==> src/rtl/bcd_pkg.sv <==
// Shared definitions for the BCD-to-binary decoder: digit geometry,
// FSM state encoding and the width rule that ties digit count to magnitude width.
package bcd_pkg;

   localparam int         BCD_DIGIT_W = 4;
   localparam logic [3:0] BCD_MAX     = 4'd9;

   // Encoding 2'd3 is unused and steers the FSM back to IDLE.
   typedef enum logic [1:0] {
      ST_IDLE = 2'd0,
      ST_CONV = 2'd1,
      ST_FIN  = 2'd2
   } bcd_state_t;

   // Smallest magnitude width w with 2**w > 10**digits-1.
   function automatic int bcd_bin_width(input int digits);
      longint max_val;
      int     width;
      max_val = 64'sd1;
      for (int i = 0; i < digits; i++) begin
         max_val = max_val * 64'sd10;
      end
      max_val = max_val - 64'sd1;
      width   = 1;
      for (int w = 1; w < 63; w++) begin
         if ((64'sd1 <<< w) > max_val) begin
            width = w;
            break;
         end
      end
      return width;
   endfunction

endpackage

==> src/rtl/bcd_mac10.sv <==
// Combinational decimal multiply-accumulate step: acc*10 + digit,
// with a flag for a digit outside the legal 0..9 range.
module bcd_mac10
   import bcd_pkg::*;
#(
   parameter int BIN_W = 14
) (
   input  logic [BIN_W-1:0]       i_acc,
   input  logic [BCD_DIGIT_W-1:0] i_digit,
   output logic [BIN_W-1:0]       o_acc_next,
   output logic                   o_digit_err
);

   logic [BIN_W-1:0] w_acc_x10;
   logic [BIN_W-1:0] w_digit_ext;

   // acc*10 built as (acc<<3)+(acc<<1); the sum is allowed to wrap at BIN_W bits.
   always_comb begin
      w_acc_x10   = (i_acc << 3) + (i_acc << 1);
      w_digit_ext = {{(BIN_W-BCD_DIGIT_W){1'b0}}, i_digit};
      o_acc_next  = w_acc_x10 + w_digit_ext;
      o_digit_err = (i_digit > BCD_MAX);
   end

endmodule

==> src/rtl/bcd_to_bin_seq.sv <==
// Sequential sign-magnitude BCD to two's-complement decoder.
// One digit per clock, most-significant digit first, start/ready/done handshake.
module bcd_to_bin_seq
   import bcd_pkg::*;
#(
   parameter int DIGITS = 4,
   parameter int BIN_W  = 14
) (
   input  logic                      clock,
   input  logic                      reset,
   input  logic                      start,
   input  logic [BCD_DIGIT_W*DIGITS-1:0] bcd_in,
   input  logic                      neg_in,
   output logic                      ready,
   output logic                      done,
   output logic [BIN_W:0]            bin_out,
   output logic                      err
);

   localparam int SHIFT_W = BCD_DIGIT_W * DIGITS;
   localparam int CNT_W   = (DIGITS > 1) ? $clog2(DIGITS) : 1;
   localparam logic [CNT_W-1:0] CNT_LAST = CNT_W'(DIGITS - 1);

   // Reject a magnitude width that cannot hold 10**DIGITS-1.
   if (BIN_W < bcd_bin_width(DIGITS)) begin : g_bad_width
      $error("bcd_to_bin_seq: BIN_W too small for DIGITS");
   end

   bcd_state_t           r_state;
   logic [SHIFT_W-1:0]   r_shift;
   logic                 r_neg;
   logic [BIN_W-1:0]     r_acc;
   logic [CNT_W-1:0]     r_cnt;
   logic                 r_err_s;
   logic                 r_ready;
   logic                 r_done;
   logic [BIN_W:0]       r_bin;
   logic                 r_err;

   logic [BCD_DIGIT_W-1:0] w_digit;
   logic [BIN_W-1:0]       w_acc_next;
   logic                   w_digit_err;
   logic                   w_err_next;
   logic [BIN_W:0]         w_mag;
   logic [BIN_W:0]         w_result;

   assign w_digit = r_shift[SHIFT_W-1 -: BCD_DIGIT_W];

   bcd_mac10 #(
      .BIN_W (BIN_W)
   ) u_mac10 (
      .i_acc       (r_acc),
      .i_digit     (w_digit),
      .o_acc_next  (w_acc_next),
      .o_digit_err (w_digit_err)
   );

   // Final signed result from the last accumulate step; errors force zero.
   always_comb begin
      w_err_next = r_err_s | w_digit_err;
      w_mag      = {1'b0, w_acc_next};
      w_result   = {(BIN_W+1){1'b0}};
      if (w_err_next) begin
         w_result = {(BIN_W+1){1'b0}};
      end else if (r_neg) begin
         w_result = {(BIN_W+1){1'b0}} - w_mag;
      end else begin
         w_result = w_mag;
      end
   end

   // Control FSM with digit counter, shift register and registered handshake outputs.
   always_ff @(posedge clock) begin
      if (reset) begin
         r_state <= ST_IDLE;
         r_shift <= {SHIFT_W{1'b0}};
         r_neg   <= 1'b0;
         r_acc   <= {BIN_W{1'b0}};
         r_cnt   <= {CNT_W{1'b0}};
         r_err_s <= 1'b0;
         r_ready <= 1'b1;
         r_done  <= 1'b0;
         r_bin   <= {(BIN_W+1){1'b0}};
         r_err   <= 1'b0;
      end else begin
         case (r_state)
            ST_IDLE: begin
               r_done <= 1'b0;
               if (start) begin
                  r_shift <= bcd_in;
                  r_neg   <= neg_in;
                  r_acc   <= {BIN_W{1'b0}};
                  r_cnt   <= CNT_LAST;
                  r_err_s <= 1'b0;
                  r_ready <= 1'b0;
                  r_state <= ST_CONV;
               end else begin
                  r_ready <= 1'b1;
                  r_state <= ST_IDLE;
               end
            end
            ST_CONV: begin
               r_acc   <= w_acc_next;
               r_shift <= r_shift << BCD_DIGIT_W;
               r_err_s <= w_err_next;
               if (r_cnt == {CNT_W{1'b0}}) begin
                  // Outputs are loaded here so they are valid during FIN.
                  r_bin   <= w_result;
                  r_err   <= w_err_next;
                  r_done  <= 1'b1;
                  r_state <= ST_FIN;
               end else begin
                  r_cnt   <= r_cnt - {{(CNT_W-1){1'b0}}, 1'b1};
                  r_state <= ST_CONV;
               end
            end
            ST_FIN: begin
               r_done  <= 1'b0;
               r_ready <= 1'b1;
               r_state <= ST_IDLE;
            end
            default: begin
               r_done  <= 1'b0;
               r_ready <= 1'b1;
               r_state <= ST_IDLE;
            end
         endcase
      end
   end

   assign ready   = r_ready;
   assign done    = r_done;
   assign bin_out = r_bin;
   assign err     = r_err;

endmodule

==> config.mk <==
export PLATFORM = sky130hd
export DESIGN_NAME = bcd_to_bin_seq
export DESIGN_NICKNAME = d
export VERILOG_FILES = /design/src/rtl/bcd_pkg.sv /design/src/rtl/bcd_mac10.sv /design/src/rtl/bcd_to_bin_seq.sv
export SDC_FILE = /design/constraint.sdc
export NUM_CORES = 1
export LEC_CHECK = 0
export CAP_MARGIN = 20
export CORE_MARGIN = 10
export CORE_UTILIZATION = 40
export CTS_CLUSTER_SIZE = 16
export DETAILED_ROUTE_END_ITERATION = 10
export GPL_ROUTABILITY_DRIVEN = 0
export SLEW_MARGIN = 20
export SYNTH_ARGS = -nofsm -noshare
export SYNTH_HDL_FRONTEND = slang
export SYNTH_HIERARCHICAL = 1
export SYNTH_SLANG_ARGS = --single-unit
==> constraint.sdc <==
create_clock -name clock -period 3.3 [get_ports clock]
set_clock_uncertainty 0.15 [all_clocks]
set_input_delay 0.99 -clock clock [delete_from_list [all_inputs] [get_ports clock]]
set_output_delay 0.99 -clock clock [all_outputs]
set_load 0.1 [all_outputs]
==> run summary, run 1 <==
### Status
- finished, violations left — result of the run
- negative setup slack — failing checks

### STA
- 0 — final count of pins violating max slew
- 4 — total setup violations reported at the end of the flow
- 982 ps — transition time at the pin with the least slew margin
- -33.4 ps — smallest setup slack after layout
- 0 — number of failing hold endpoints at the final stage
- 3330 ps — Tmin final
- 101% — post-route fraction of the period consumed by the critical path
- 34.3% — Max-Slew Margin vs Limit
- yes — setup repair after global routing missed its margin
- 300 MHz — Peak Freq

### Synth
- 307 — Post-Synthesis Cells
- 2860 um2 — Post-Syn Area
- 353 — post-synth net total
- 6 — warnings from Yosys
- 9.32 um2 — syn_area_per_cell

### Clock tree
- 100 ps — Clock Pin Slew Worst Setup and Hold Paths
- 53 — number of sinks driven by the clock tree
- sky130_fd_sc_hd__clkbuf_8 — root buffer cell
- 5 — total clock buffers created by CTS
- yes — CTS tree
- 320 ps — insertion delay of the later-clocked pin in the worst-skew pair
- 0 — hold buffer count at CTS
- 2 — CTS HTree Levels
- 2 — CTS Buffer Depth

### Hold path
- 2 — hold-critical path depth
- reg2reg — class of the most critical hold timing path
- bin_out[0]$_SDFFE_PP0P_ — Hold Path Sink
- bin_out[0]$_SDFFE_PP0P_ — start point of the worst min-delay path

### Cells and area
- 622 — number of inserted filler cells in the final layout
- sky130_fd_sc_hd__dfxtp_1 (51), sky130_fd_sc_hd__buf_4 (45), sky130_fd_sc_hd__nor2_1 (32), sky130_fd_sc_hd__nand2_1 (32), sky130_fd_sc_hd__ha_1 (24) — most frequent cells in the layout
- 0 — ANT cells
- 3650 um2 — post-route design area
- 1760 um2 — multi-input gate area in the final layout
- sky130_fd_sc_hd__dfxtp_1 — most common cell after layout, fill and taps aside
- 409 — Final #Nets
- 23.4% — share of cells above drive strength 1
- 27.5% — layout-stage area growth over the synthesis result
- 460 — non-filler instance count after layout
- 1060 um2 — combined flip-flop and latch cell area

### GRT
- 0 — initial antenna violation count
- 2,307 — number of global-route vias before repair
- 26 — largest net degree at the start of global routing
- 12.4% — GRT Overall Usage
- 0 — overflow left after global routing
- 11,500 um — wire length of the first global-routing pass

### Placed design
- 450 — Post-Place Cells
- 3440 um2 — post-place instance area
- 37 — number of port buffers
- 5080 um — post-DP HPWL

### Power
- 1.59 nW — LEAKAGE
- 413 nW/um2 — power density cells
- 0.000272 V — VDD IR max

### Routing
- 4 — drt first pass iters
- 0 — DRC violations left
- 2,381 — via count
- 0 — antenna-violating nets left
- 134 — Initial DRC Count
- 6960 um — final wirelength
- 5.18 — routed via count divided by cell count
- 15.1 um — WL/cell

### Die
- 10,900 um2 — Die Footprint
- 105 um — vertical die dimension
- 38 — ports placed on the boundary
- 30 — Site Rows
- 105 um — die width
- 41.7% — effective utilization at floorplan
- 6870 um2 — standard cell core area

### Setup path
- reg2reg — critical setup path kind
- sky130_fd_sc_hd__or4_4 — slowest library cell on the worst path
- r_acc[2]$_SDFFE_PP0P_ — startpoint of the worst-slack reg-to-reg timing path
- flip-flop — type of element launching the critical path
- sky130_fd_sc_hd__inv_2 — cell repeated most along the worst path
- -30 ps — reg2reg setup slack
- 13 — count of cells along the worst register-to-register path
- bin_out[13]$_SDFFE_PP0P_ — endpoint of the worst register-to-register path
- adder cells — critical path's top delay family
- 3350 ps — Critical Path RT
- 550 ps — delay of the slowest cell on the worst path
- 3380 ps — arrival time reported for the critical path endpoint
- flip-flop — Crit. End Element
- 2 — number of buffers and inverters on the critical path
- inv_2 -> fa_1 -> inv_2 -> fa_2 -> a21o_1 -> nand4_1 -> nand3_2 -> a211oi_2 -> xnor2_1 -> or4_4 -> o41ai_4 -> xor2_1 -> o2bb2ai_1 — cells along the critical path
- 2 — Max FO, Critical Path

### Flow run
- 0 — MaxCap Viol Count

area by class of cell:
class,count,share of cell area (%)
Multi-Input combinational cell,226,48.4
Clock buffer,6,2.26
Inverter,11,1.13
Timing Repair Buffer,66,15.3
Clock inverter,2,0.480
Sequential cell,53,29.1
Tap cell,96,3.29
per-layer routing:
metal	track usage (%)	vias to the layer above	wire, um
li1	-	1234	-
met1	18.2	1103	3620
met2	17.2	35	2990
met3	2.89	9	242
met4	4.41	0	102
met5	0	-	0
stage by stage:
stage	utilization (%)	TNS (ps)	power [mW]	setup WS [ps]	hold WS, ps
floorplan	-	-26.7	0.982	-26.7	293
global placement	50.1	-187	1.08	-51.0	294
detailed placement	50.1	-301	1.08	-143	297
CTS	51.9	-1.09	1.50	-1.09	321
global route	53.1	-727	1.58	-179	343
finish	53.1	-82.7	1.51	-33.4	314
worst max path at each step:
stage,cells past startpoint,slack [ps],to,from
2_1_floorplan,13,-30,bin_out[13]$_SDFFE_PP0P_,r_acc[2]$_SDFFE_PP0P_
3_3_place_gp,13,-50,bin_out[13]$_SDFFE_PP0P_,r_acc[2]$_SDFFE_PP0P_
3_5_place_dp,13,-140,bin_out[13]$_SDFFE_PP0P_,r_acc[2]$_SDFFE_PP0P_
4_1_cts,13,-1,bin_out[13]$_SDFFE_PP0P_,r_acc[2]$_SDFFE_PP0P_
5_1_grt,13,-180,bin_out[13]$_SDFFE_PP0P_,r_acc[2]$_SDFFE_PP0P_
6_report,13,-30,bin_out[13]$_SDFFE_PP0P_,r_acc[2]$_SDFFE_PP0P_
what timing repair did:
action | 4_1_cts | 5_1_grt
resized for setup | 4 | 12
pin swaps | 6 | 14
setup endpoints to repair | 5 | 6
buffers inserted | 0 | 3
worst register-to-register path, cell delays in order (launching register included):
cell	delay, ps
sky130_fd_sc_hd__dfxtp_2	340
sky130_fd_sc_hd__inv_2	40
sky130_fd_sc_hd__fa_1	540
sky130_fd_sc_hd__inv_2	50
sky130_fd_sc_hd__fa_2	340
sky130_fd_sc_hd__a21o_1	190
sky130_fd_sc_hd__nand4_1	80
sky130_fd_sc_hd__nand3_2	90
sky130_fd_sc_hd__a211oi_2	220
sky130_fd_sc_hd__xnor2_1	130
sky130_fd_sc_hd__or4_4	550
sky130_fd_sc_hd__o41ai_4	230
sky130_fd_sc_hd__xor2_1	200
sky130_fd_sc_hd__o2bb2ai_1	80
sequential cells by signal (all words and copies together), names as in the netlist:
register  cells
err           1
done          1
r_cnt         2
r_err_s       1
r_state       2
bin_out      15
r_shift      16
r_neg         1
ready         1
r_acc        13
power by group:
group | total (mW) | internal, mW | switching (mW)
clock | 0.408 | 0.175 | 0.233
sequential | 0.705 | 0.677 | 0.0282
combinational | 0.394 | 0.151 | 0.243
(Power assumes the default switching activity.)
==> run 2, diff against run 1 <==
--- a/config.mk
+++ b/config.mk
@@ -11,6 +11,7 @@
 export CTS_CLUSTER_SIZE = 16
 export DETAILED_ROUTE_END_ITERATION = 10
 export GPL_ROUTABILITY_DRIVEN = 0
+export GPL_TIMING_DRIVEN = 0
 export SLEW_MARGIN = 20
 export SYNTH_ARGS = -nofsm -noshare
 export SYNTH_HDL_FRONTEND = slang
==> run 2 against run 1 <==
  * The run still ends with negative setup slack left
  * Critical path type unchanged
  * Fmax decreased by 3.9%
  * Sequential share of layout area is 0.30 points lower
  * Core utilization is 0.55 points higher
  * Clock power is 12% lower
  * Cell area rose by 1.0%
  * Highest routed layer unchanged
  * Largest power group unchanged
  * Via count up 0.59%
  * Worst hold slack worse by 1.5 ps
  * Sequential power shrank 0.6%
  * Total power down 3.1%
  * Wire length up 2.0%
  * Die area unchanged
==> run summary, run 2 (synthesis results as in run 1) <==
### Status
- finished, violations left — result of the run, unchanged
- negative setup slack — failing checks, unchanged

### GRT
- 0 — overflow left after global routing, unchanged
- 12.7% — GRT Overall Usage, was 12.4%
- 15 — largest net degree at the start of global routing, was 26
- 11,700 um — wire length of the first global-routing pass, was 11,500 um
- 2,424 — number of global-route vias before repair, was 2,307
- 0 — initial antenna violation count, unchanged

### Cells and area
- 16 — flip-flop count of the largest register, all copies and words added, unchanged
- sky130_fd_sc_hd__dfxtp_1 — most common cell after layout, fill and taps aside, unchanged
- 3690 um2 — post-route design area, was 3650 um2
- 0 — ANT cells, unchanged
- r_shift — Most flops, register, unchanged
- 28.8% — layout-stage area growth over the synthesis result, was 27.5%
- 15.2% — share of cells above drive strength 1, was 23.4%
- 406 — Final #Nets, was 409
- 644 — number of inserted filler cells in the final layout, was 622
- sky130_fd_sc_hd__dfxtp_1 (51), sky130_fd_sc_hd__clkdlybuf4s50_1 (37), sky130_fd_sc_hd__nor2_1 (32), sky130_fd_sc_hd__nand2_1 (32), sky130_fd_sc_hd__ha_1 (23) — most frequent cells in the layout, was sky130_fd_sc_hd__dfxtp_1 (51), sky130_fd_sc_hd__buf_4 (45), sky130_fd_sc_hd__nor2_1 (32), sky130_fd_sc_hd__nand2_1 (32), sky130_fd_sc_hd__ha_1 (24)
- 1060 um2 — combined flip-flop and latch cell area, unchanged
- 1850 um2 — multi-input gate area in the final layout, was 1760 um2

### Die
- 38 — ports placed on the boundary, unchanged
- 105 um — vertical die dimension, unchanged
- 105 um — die width, unchanged
- 6870 um2 — standard cell core area, unchanged
- 41.7% — effective utilization at floorplan, unchanged
- 10,900 um2 — Die Footprint, unchanged
- 30 — Site Rows, unchanged

### STA
- 0 — number of failing hold endpoints at the final stage, unchanged
- 0 — final count of pins violating max slew, unchanged
- -168 ps — smallest setup slack after layout, was -33.4 ps
- 288 MHz — Peak Freq, was 300 MHz
- 105% — post-route fraction of the period consumed by the critical path, was 101%
- 33.8% — Max-Slew Margin vs Limit, was 34.3%
- 990 ps — transition time at the pin with the least slew margin, was 982 ps
- yes — setup repair after global routing missed its margin, unchanged
- 6 — total setup violations reported at the end of the flow, was 4
- 3470 ps — Tmin final, was 3330 ps

### Setup path
- bin_out[13]$_SDFFE_PP0P_ — endpoint of the worst register-to-register path, unchanged
- -170 ps — reg2reg setup slack, was -30 ps
- flip-flop — type of element launching the critical path, unchanged
- 3330 ps — Critical Path RT, was 3350 ps
- 11 — count of cells along the worst register-to-register path, was 13
- flip-flop — Crit. End Element, unchanged
- reg2reg — critical setup path kind, unchanged
- 5 — Max FO, Critical Path, was 2
- 3500 ps — arrival time reported for the critical path endpoint, was 3380 ps
- r_acc[4]$_SDFFE_PP0P_ — startpoint of the worst-slack reg-to-reg timing path, was r_acc[2]$_SDFFE_PP0P_

### Power
- 396 nW/um2 — power density cells, was 413 nW/um2
- 0.000232 V — VDD IR max, was 0.000272 V
- 1.51 nW — LEAKAGE, was 1.59 nW
- 1.46 mW — Overall Power, was 1.51 mW

### Placed design
- 37 — number of port buffers, unchanged
- 3380 um2 — post-place instance area, was 3440 um2
- 5160 um — post-DP HPWL, was 5080 um

### Hold path
- bin_out[2]$_SDFFE_PP0P_ — start point of the worst min-delay path, was bin_out[0]$_SDFFE_PP0P_
- 2 — hold-critical path depth, unchanged
- reg2reg — class of the most critical hold timing path, unchanged
- bin_out[2]$_SDFFE_PP0P_ — Hold Path Sink, was bin_out[0]$_SDFFE_PP0P_

### Clock tree
- sky130_fd_sc_hd__clkbuf_8 — root buffer cell, unchanged
- 2 — CTS Buffer Depth, unchanged
- 100 ps — Clock Pin Slew Worst Setup and Hold Paths, about the same
- 5 — total clock buffers created by CTS, unchanged
- 53 — number of sinks driven by the clock tree, unchanged
- 2 — CTS HTree Levels, unchanged
- 300 ps — insertion delay of the later-clocked pin in the worst-skew pair, was 320 ps
- 0 — hold buffer count at CTS, unchanged
- yes — CTS tree, unchanged

### Routing
- 4 — drt first pass iters, unchanged
- 15.5 um — WL/cell, was 15.1 um
- 7090 um — final wirelength, was 6960 um
- 2,395 — via count, was 2,381
- 0 — antenna-violating nets left, unchanged
- 122 — Initial DRC Count, was 134
- 5.24 — routed via count divided by cell count, was 5.18
- 0 — DRC violations left, unchanged

### Flow run
- 0 — MaxCap Viol Count, unchanged

[run 2: changes by cell type in the layout (fill, tap and decap cells not counted), moves of 2 or more]
cell / before / now
sky130_fd_sc_hd__buf_6: 1 / 3
sky130_fd_sc_hd__xnor2_2: 1 / 3
sky130_fd_sc_hd__clkbuf_1: 0 / 14
sky130_fd_sc_hd__xnor2_1: 7 / 5
sky130_fd_sc_hd__clkdlybuf4s50_1: 19 / 37
sky130_fd_sc_hd__buf_4: 45 / 11
[run 2: metal layers]
metal	global-route usage (%)	part of all wire, %	vias up
li1	-	-	1226
met1	17.2	50	1131
met2	19.5	46	31
met3	3.44	3.7	7
met4	2.94	1.0	0
met5	0	0	-
[run 2: layout make-up]
cell class,count,share of cell area [%]
inverters,11,1.12
flip-flops and latches,53,28.9
well taps,96,3.26
multi-input cells,226,50.1
clock buffers,8,2.17
plain buffers,16,2.38
repair buffers,47,12.1
[run 2: critical path, cell delays in order (launching register included)]
cell and delay (ps):
sky130_fd_sc_hd__dfxtp_1 340, sky130_fd_sc_hd__ha_1 300, sky130_fd_sc_hd__ha_1 380, sky130_fd_sc_hd__o21ai_0 190, sky130_fd_sc_hd__or2b_2 370, sky130_fd_sc_hd__a31oi_1 170, sky130_fd_sc_hd__o21ai_1 100, sky130_fd_sc_hd__xor2_1 220
sky130_fd_sc_hd__or4_4 600, sky130_fd_sc_hd__o41ai_4 240, sky130_fd_sc_hd__xor2_1 190, sky130_fd_sc_hd__o2bb2ai_1 80
[run 2: what timing repair did]
action                                  4_1_cts  5_1_grt
gates resized for setup                      11       14
pin swaps                                     5       11
setup buffers                                 4        6
endpoints found under the setup margin        6        6
[run 2: metrics by stage]
stage | hold slack, ps | cells | utilization [%] | setup slack, ps | TNS (ps)
after floorplan | 293 | 307 | - | -26.7 | -26.7
after global placement | 295 | 440 | 49.2 | -286 | -892
after detailed placement | 295 | 440 | 49.2 | -279 | -921
after CTS | 316 | 452 | 51.8 | -160 | -621
after global routing | 337 | 457 | 53.7 | -337 | -1640
final | 313 | 457 | 53.7 | -168 | -491
[run 2: report_power, final]
group	switching, mW	total, mW	internal (mW)
sequential	0.0240	0.701	0.677
combinational	0.250	0.399	0.149
clock	0.208	0.360	0.152
total	0.483	1.46	0.977
[run 2: how the worst max path moves through the flow]
stage                                startpoint                       end  slack [ps]
after floorplan           r_acc[2]$_SDFFE_PP0P_  bin_out[13]$_SDFFE_PP0P_         -30
after global placement    r_acc[2]$_SDFFE_PP0P_  bin_out[13]$_SDFFE_PP0P_        -290
after detailed placement  r_acc[2]$_SDFFE_PP0P_  bin_out[13]$_SDFFE_PP0P_        -280
after CTS                 r_acc[2]$_SDFFE_PP0P_  bin_out[13]$_SDFFE_PP0P_        -160
after global routing      r_acc[2]$_SDFFE_PP0P_  bin_out[13]$_SDFFE_PP0P_        -340
final                     r_acc[4]$_SDFFE_PP0P_  bin_out[13]$_SDFFE_PP0P_        -170
==> run 3, diff against run 2 <==
==> constraint.sdc (replaced) <==
create_clock -name clock -period 4.45 [get_ports clock]
set_clock_uncertainty 0.15 [all_clocks]
set_input_delay 1.335 -clock clock [delete_from_list [all_inputs] [get_ports clock]]
set_output_delay 1.335 -clock clock [all_outputs]
set_load 0.1 [all_outputs]
==> run 3 against run 2 <==
  * The run now ends clean
  * Worst hold slack got worse by 6.5 ps
  * Total power is 19% lower
  * Via count shrank 1.7%
  * Fmax fell by 8.2%
  * Cell count is 2.0% lower
  * Critical endpoint unchanged
==> run summary, run 3 (synthesis results as in run 1) <==
### Cells and area
- 654 — number of inserted filler cells in the final layout, was 644
- 1660 um2 — multi-input gate area in the final layout, was 1850 um2
- 7.67% — share of cells above drive strength 1, was 15.2%
- sky130_fd_sc_hd__dfxtp_1 — most common cell after layout, fill and taps aside, unchanged
- 16 — flip-flop count of the largest register, all copies and words added, unchanged
- 3490 um2 — post-route design area, was 3690 um2
- r_shift — Most flops, register, unchanged
- 21.8% — layout-stage area growth over the synthesis result, was 28.8%
- 448 — non-filler instance count after layout, was 457
- 1060 um2 — combined flip-flop and latch cell area, about the same
- 397 — Final #Nets, was 406
- 0 — ANT cells, unchanged
- sky130_fd_sc_hd__dfxtp_1 (53), sky130_fd_sc_hd__clkdlybuf4s50_1 (37), sky130_fd_sc_hd__nor2_1 (33) — most frequent cells in the layout, was sky130_fd_sc_hd__dfxtp_1 (51), sky130_fd_sc_hd__clkdlybuf4s50_1 (37), sky130_fd_sc_hd__nor2_1 (32), sky130_fd_sc_hd__nand2_1 (32), sky130_fd_sc_hd__ha_1 (23)

### STA
- no — setup repair after global routing missed its margin, was yes
- 987 ps — transition time at the pin with the least slew margin, was 990 ps
- 0 ps — total negative setup slack, was -491 ps
- 0 — final count of pins violating max slew, unchanged
- 265 MHz — Peak Freq, was 288 MHz
- 0 — total setup violations reported at the end of the flow, was 6
- 674 ps — smallest setup slack after layout, was -168 ps
- 3780 ps — Tmin final, was 3470 ps
- 84.9% — post-route fraction of the period consumed by the critical path, was 105%
- 34.0% — Max-Slew Margin vs Limit, was 33.8%
- 0 — number of failing hold endpoints at the final stage, unchanged

### Placed design
- 5200 um — post-DP HPWL, was 5160 um
- 440 — Post-Place Cells, unchanged
- 3350 um2 — post-place instance area, was 3380 um2
- 715 ps — minimum setup slack after placement, was -279 ps
- 37 — number of port buffers, unchanged

### GRT
- 0 — initial antenna violation count, unchanged
- 2,291 — number of global-route vias before repair, was 2,424
- 17 — largest net degree at the start of global routing, was 15
- 11,500 um — wire length of the first global-routing pass, was 11,700 um
- 0 — overflow left after global routing, unchanged
- 12.4% — GRT Overall Usage, was 12.7%

### Die
- 10,900 um2 — Die Footprint, unchanged
- 38 — ports placed on the boundary, unchanged
- 6870 um2 — standard cell core area, unchanged
- 105 um — die width, unchanged
- 41.7% — effective utilization at floorplan, unchanged
- 30 — Site Rows, unchanged
- 105 um — vertical die dimension, unchanged

### Clock tree
- yes — CTS tree, unchanged
- 2 — CTS Buffer Depth, unchanged
- 0 — hold buffer count at CTS, unchanged
- 5 — total clock buffers created by CTS, unchanged
- 0 — Setup Buffers After CTS, was 4
- 310 ps — insertion delay of the later-clocked pin in the worst-skew pair, was 300 ps
- 2 — CTS HTree Levels, unchanged
- 0 — number of instances resized during post-cts repair, was 11
- sky130_fd_sc_hd__clkbuf_8 — root buffer cell, unchanged
- 53 — number of sinks driven by the clock tree, unchanged
- 90 ps — Clock Pin Slew Worst Setup and Hold Paths, was 100 ps

### Power
- 0.000198 V — VDD IR max, was 0.000232 V
- 1.45 nW — LEAKAGE, was 1.51 nW
- 337 nW/um2 — power density cells, was 396 nW/um2

### Setup path
- flip-flop — type of element launching the critical path, unchanged
- reg2reg — critical setup path kind, unchanged
- 3 — Max FO, Critical Path, was 5
- 4490 ps — Critical Path RT, was 3330 ps
- 3820 ps — arrival time reported for the critical path endpoint, was 3500 ps
- 13 — count of cells along the worst register-to-register path, was 11
- flip-flop — Crit. End Element, unchanged

### Routing
- 4 — drt first pass iters, unchanged
- 0 — antenna-violating nets left, unchanged
- 5.26 — routed via count divided by cell count, was 5.24
- 130 — Initial DRC Count, was 122
- 15.0 um — WL/cell, was 15.5 um
- 0 — DRC violations left, unchanged
- 2,355 — via count, was 2,395
- 6720 um — final wirelength, was 7090 um

### Hold path
- reg2reg — class of the most critical hold timing path, unchanged
- 2 — hold-critical path depth, unchanged

### Flow run
- 0 — MaxCap Viol Count, unchanged

### Status
- completed — result of the run, was finished, violations left

==> run 3: critical path, stage by stage, from the launching register on <==
cell and delay, ps:
sky130_fd_sc_hd__dfxtp_1 370, sky130_fd_sc_hd__inv_1 70, sky130_fd_sc_hd__fa_1 530, sky130_fd_sc_hd__inv_1 70, sky130_fd_sc_hd__fa_1 470, sky130_fd_sc_hd__a21o_1 190, sky130_fd_sc_hd__nand4_1 90, sky130_fd_sc_hd__nand3_1 130
sky130_fd_sc_hd__a211oi_1 300, sky130_fd_sc_hd__xnor2_1 190, sky130_fd_sc_hd__or4_1 600, sky130_fd_sc_hd__o41ai_2 250, sky130_fd_sc_hd__xor2_1 170, sky130_fd_sc_hd__o2bb2ai_1 80
==> run 3: through the flow <==
step                      util [%]  total power [mW]  hold WS (ps)
after floorplan                  -             0.727           293
after global routing          50.7              1.24           339
after CTS                     50.7              1.19           311
final                         50.7              1.18           306
after detailed placement      48.8             0.803           294
after global placement        48.8             0.800           291
==> run 3: path summary, 6_finish.rpt <==
check / start / end / slack [ps]
worst max-delay path: r_acc[0]$_SDFFE_PP0P_ / bin_out[13]$_SDFFE_PP0P_ / 670
worst min-delay path: bin_out[1]$_SDFFE_PP0P_ / bin_out[1]$_SDFFE_PP0P_ / 310
worst max register to register: r_acc[0]$_SDFFE_PP0P_ / bin_out[13]$_SDFFE_PP0P_ / 670
worst min register to register: bin_out[1]$_SDFFE_PP0P_ / bin_out[1]$_SDFFE_PP0P_ / 310
==> run 3: cell type report <==
| cell class | instances | area share [%] |
|---|---|---|
| multi-input combinational | 226 | 47.7 |
| timing repair buffer | 37 | 10.6 |
| inverter | 11 | 1.18 |
| clock buffer | 5 | 1.97 |
| buffer | 17 | 2.73 |
| clock inverter | 3 | 1.87 |
| tap | 96 | 3.45 |
| sequential | 53 | 30.4 |
==> run 3: power by group <==
group          internal [mW]  switching (mW)  total, mW
Combinational         0.0997           0.174      0.273
Sequential             0.502          0.0172      0.519
Clock                  0.223           0.159      0.383
Total                  0.825           0.350       1.18
==> run 3: per-layer routing <==
metal,wire length (um),vias up,GRT usage [%]
met1,3420,1104,17.0
met4,84,0,3.92
met5,0,-,0
met3,218,8,2.64
li1,-,1210,-
met2,3000,33,18.9
